## src/rtl/port_strobed_input.sv

```systemverilog
// Strobed-input handshake stage for one 8255A port (A or B).
// Latches peripheral data on STB_n and drives IBF, INTR, INTE and a saturating overrun count.
module port_strobed_input #(
    parameter int WIDTH       = 8,
    parameter int SYNC_STAGES = 2,
    parameter int OVR_W       = 4
) (
    input  logic             Clk,
    input  logic             Rst,
    input  logic             Mode1En,
    input  logic             STB_n,
    input  logic [WIDTH-1:0] Pin,
    input  logic             RdBuf,
    input  logic             InteWr,
    input  logic             InteVal,
    output logic [WIDTH-1:0] PInBuf,
    output logic             IBF,
    output logic             INTR,
    output logic             INTE,
    output logic [OVR_W-1:0] OvrCnt,
    output logic             Overrun
);

    typedef enum logic [1:0] {
        EMPTY   = 2'd0,
        STROBED = 2'd1,
        FULL    = 2'd2
    } state_t;

    state_t state;
    state_t stateNext;

    logic [SYNC_STAGES-1:0] stbSync;
    logic [SYNC_STAGES-1:0] realSync;
    logic [WIDTH-1:0]       pinSync [SYNC_STAGES];
    logic                   stbPrev;
    logic                   armed;

    logic                   stbS;
    logic                   realS;
    logic [WIDTH-1:0]       pinS;
    logic                   fall;
    logic                   rise;

    logic                   capture;
    logic                   inteNext;
    logic [OVR_W-1:0]       ovrNext;

    assign stbS  = stbSync[SYNC_STAGES-1];
    assign realS = realSync[SYNC_STAGES-1];
    assign pinS  = pinSync[SYNC_STAGES-1];

    // A strobe held low across reset must not look like a fresh fall, so falls
    // only count once a genuine post-reset high level has reached the detector.
    assign fall = armed & stbPrev & ~stbS;
    assign rise = ~stbPrev & stbS;

    always_comb begin
        stateNext = state;
        capture   = 1'b0;
        ovrNext   = OvrCnt;
        inteNext  = InteWr ? InteVal : INTE;

        if (!Mode1En) begin
            stateNext = EMPTY;
            ovrNext   = '0;
        end else begin
            case (state)
                EMPTY: begin
                    if (fall) begin
                        capture   = 1'b1;
                        stateNext = STROBED;
                    end
                end
                STROBED: begin
                    if (fall) begin
                        capture   = 1'b1;
                        stateNext = STROBED;
                    end else if (RdBuf) begin
                        stateNext = EMPTY;
                    end else if (rise) begin
                        stateNext = FULL;
                    end
                end
                FULL: begin
                    if (fall) begin
                        capture   = 1'b1;
                        stateNext = STROBED;
                    end else if (RdBuf) begin
                        stateNext = EMPTY;
                    end
                end
                default: begin
                    stateNext = EMPTY;
                end
            endcase

            // A read always clears the count, even when a capture lands on the same edge.
            if (RdBuf) begin
                ovrNext = '0;
            end else if (fall && (state != EMPTY) && (OvrCnt != '1)) begin
                ovrNext = OvrCnt + 1'b1;
            end
        end
    end

    always_ff @(posedge Clk) begin
        if (Rst) begin
            stbSync  <= '1;
            realSync <= '0;
            stbPrev  <= 1'b1;
            armed    <= 1'b0;
            for (int i = 0; i < SYNC_STAGES; i++) begin
                pinSync[i] <= '0;
            end
            state    <= EMPTY;
            PInBuf   <= '0;
            IBF      <= 1'b0;
            INTR     <= 1'b0;
            INTE     <= 1'b0;
            OvrCnt   <= '0;
            Overrun  <= 1'b0;
        end else begin
            stbSync  <= {stbSync[SYNC_STAGES-2:0], STB_n};
            realSync <= {realSync[SYNC_STAGES-2:0], 1'b1};
            for (int i = SYNC_STAGES - 1; i > 0; i--) begin
                pinSync[i] <= pinSync[i-1];
            end
            pinSync[0] <= Pin;
            stbPrev    <= stbS;
            armed      <= armed | (realS & stbS);

            state   <= stateNext;
            INTE    <= inteNext;
            OvrCnt  <= ovrNext;
            Overrun <= (ovrNext != '0);
            IBF     <= (stateNext != EMPTY);
            INTR    <= (stateNext == FULL) & inteNext;

            if (!Mode1En || capture) begin
                PInBuf <= pinS;
            end
        end
    end

endmodule

```

## config.mk

```make
export PLATFORM = sky130hd
export DESIGN_NAME = port_strobed_input
export DESIGN_NICKNAME = d
export VERILOG_FILES = /design/src/rtl/port_strobed_input.sv
export SDC_FILE = /design/constraint.sdc
export NUM_CORES = 1
export LEC_CHECK = 0
export ABC_CLOCK_PERIOD_IN_PS = 2300
export CAP_MARGIN = 20
export CORE_MARGIN = 4
export CORE_UTILIZATION = 48
export CTS_BUF_LIST = sky130_fd_sc_hd__clkbuf_16
export DETAILED_ROUTE_END_ITERATION = 8
export PLACE_DENSITY = 0.75
export SLEW_MARGIN = 5
export SYNTH_ARGS = -nofsm -noshare
export SYNTH_HDL_FRONTEND = slang
export SYNTH_SLANG_ARGS = --single-unit
```

## constraint.sdc

```tcl
create_clock -name Clk -period 2.3 [get_ports Clk]
set_clock_uncertainty 0.15 [all_clocks]
set_input_delay 0.46 -clock Clk [delete_from_list [all_inputs] [get_ports Clk]]
set_output_delay 0.46 -clock Clk [all_outputs]
set_load 0.01 [all_outputs]
```

==> impl_metrics.toml <==
[run_status]
status = "completed"

[clock_tree]
h-tree-depth = 2
clk_latency_ns = 0.27
cts_made_buffers = 5
clockBufferDepth = 2
cts_setup_buffers = 0
hold_buffers = 0
post_cts_resized = 0
cts_tree = "done"
cts.clk_slew.worst_paths_ns = 0.05
clkSinkCount = 40
cts_root_buf = "clkbuf_16"

[worst_setup_path]
worst-r2r-setup-slack_ns = 0.53
crit_fanout = 6
end_kind = "output port"
start_kind = "register"
rr_endpoint = "Overrun$_SDFF_PP0_"
critPathSlowestCell = "clkdlybuf4s50_1"
worstReg2RegStart = "OvrCnt[0]$_SDFF_PP0_"
crit_family = "buffers and inverters"
crit_type = "reg2out"
required_ns = 1.69
cp_num_buf_inv = 1
crit_arrival_ns = 1.29
cp_cell_sequence = "clkdlybuf4s50_1"
max_stage_delay_ns = 0.58
rr_worst_depth = 5

[sta]
period_share_pct = 82.6
worstMarginPinSlew_ns = 0.391
setup_violations = 0
grt_setup_unrepaired = "false"
hold_viol_final = 0
period_needed_ns = 1.90
fmax_mhz = 526
setup_tns_ns = 0
slew_violations = 0
slew_headroom_pct = 73.9

[logic_synthesis]
yosysTopAreaCellShare_pct = 58.2
yosysWarnings = 0
syn-instance-count = 125
synth_area_leaders = "dfxtp_1 58%, mux2i_1 8.7%, nor2b_1 7.7%"
yosysUniqueCellTypes = 30
yosys.area.top_type = "dfxtp_1"
synth_top_cells_by_count = "40 x dfxtp_1, 18 x nor2_1, 17 x nor2b_1"
netlist_area_sq_um = 1380
synth_seq_cells = 40
ys_seq_area_share_pct = 58.2
synthesis.nets = 141
yosysMostFrequentCell = "dfxtp_1"
async_flop_share_pct = 0
synth-main-ff-cell = "dfxtp_1"
synth-edff-count = 0
avgSynthCellArea_sq_um = 11.0

[die]
num_rows = 19
core_area_sq_um = 2760
initial_core_util_pct = 49.9
ios = 31
die_w_um = 61.5
die-area_sq_um = 3790
die_y_um = 61.5

[power_and_ir_drop]
power.density_nw_per_um2 = 782
leakage_nw = 0.739
seq_power_share_pct = 50.4
netSwitchingPower_uw = 282
ir_worst_vdd_mv = 0.738
combPwrFrac_pct = 5.4
p_clk_share_pct = 44.2
netSwitchingFraction_pct = 19.6
intPower_mw = 1.16
p_total_mw = 1.44

[global_route]
grt_use_total_pct = 13.8
grt_pass1_vias = 923
grt_max_degree = 33
grt_overflow = 0
grt_pass1_wl_um = 3710
antenna_found_initial = 0

[placement]
port-buffer-count = 30
dp_hpwl_um = 1590
gp_congestion = 0.826

[min_path]
whs_path_depth = 1
hp-class = "reg2reg"
worstHoldStart = "stbSync[0]$_SDFF_PP1_"
worstHoldEndpoint = "stbSync[1]$_SDFF_PP1_"

[final_layout]
drive_above_1_share_pct = 9.38
antennaDiodeCount = 0
areaGrowthSynthToFinish_pct = 33.9
nNetsFinal = 175

[job]
max-cap-violations = 0

[drt]
routed_wirelength_um = 2230
drc = 0
ant_nets = 0
drtIter0Drc = 23
via_per_inst = 4.83
dr.pass1.iters = 4
num_vias = 923
wl_per_cell_um = 11.7
[power groups by stage]
stage               sequential [mW]  clock [mW]  combinational (mW)
finish                        0.725       0.636              0.0783
CTS                           0.725       0.651              0.0797
global route                  0.727       0.690              0.0867
global placement              0.739           0              0.0781
floorplan                     0.740           0              0.0372
detailed placement            0.740           0              0.0794
[flip-flops by register name, summed over array words and instances (netlist names)]
signal	flops
realSync	2
PInBuf	8
stbPrev	1
INTR	1
Overrun	1
INTE	1
pinSync	16
IBF	1
armed	1
stbSync	2
OvrCnt	4
state	2
[cells by family (layout without fill, tap and decap cells)]
| logic type | Yosys count | count (layout) | share of synthesized area [%] |
|---|---|---|---|
| buffers and inverters | 11 | 46 | 3.28 |
| multiplexers | 12 | 12 | 8.74 |
| AO/OA/AOI/OAI | 8 | 8 | 6.01 |
| XOR/XNOR | 2 | 2 | 1.27 |
| adder cells (fa/ha/maj) | 1 | 1 | 0.910 |
| AND/OR/NAND/NOR | 51 | 51 | 21.6 |
| flip-flops | 40 | 40 | 58.2 |
[stage by stage]
step / hold WS [ns] / instance area (sq um) / cells / util, % / setup WS, ns
2_1_floorplan: 0.233 / 1380 / 125 / - / 0.601
3_3_place_gp: 0.238 / 1700 / 183 / 61.8 / 0.231
3_5_place_dp: 0.239 / 1700 / 183 / 61.8 / 0.189
4_1_cts: 0.252 / 1840 / 191 / 66.8 / 0.393
5_1_grt: 0.289 / 1840 / 191 / 66.8 / 0.351
6_report: 0.251 / 1840 / 191 / 66.8 / 0.399
[cell type report]
class	instances	area, sq um
Clock buffer	5	125
Clock inverter	3	13.8
Fill cell	224	916
Inverter	7	26.3
Multi-Input combinational cell	74	529
Sequential cell	40	801
Tap cell	31	38.8
Timing Repair Buffer	31	308
[layout by cell type (no fill, tap or decap), types with 2 or more instances in the layout]
master	n
clkinv_2	2
nor4_1	3
a211o_1	2
clkdlybuf4s50_1	30
dfxtp_1	40
clkbuf_16	5
or2_1	3
nor2b_1	17
nor2_1	18
inv_1	6
mux2i_1	12
[routing by layer]
metal / wire length (um) / vias to the layer above / GRT usage (%) / share of wire (%)
met2: 1070 / 30 / 21.7 / 48
met5: 0 / - / 0 / 0
met4: 25 / 0 / 10.0 / 1.1
li1: - / 479 / - / -
met1: 955 / 410 / 14.8 / 43
met3: 175 / 4 / 5.87 / 7.9
[how the worst max path moves through the flow]
stage / end / slack (ns) / start / depth (start not counted)
after detailed placement: Overrun$_SDFF_PP0_ / 0.19 / Mode1En / 4
after CTS: OvrCnt[0] / 0.39 / OvrCnt[0]$_SDFF_PP0_ / 1
final: OvrCnt[0] / 0.40 / OvrCnt[0]$_SDFF_PP0_ / 1
after floorplan: Overrun$_SDFF_PP0_ / 0.60 / OvrCnt[0]$_SDFF_PP0_ / 5
after global placement: Overrun$_SDFF_PP0_ / 0.23 / Mode1En / 4
after global routing: OvrCnt[0] / 0.35 / OvrCnt[0]$_SDFF_PP0_ / 1
(Power assumes the default switching activity.)
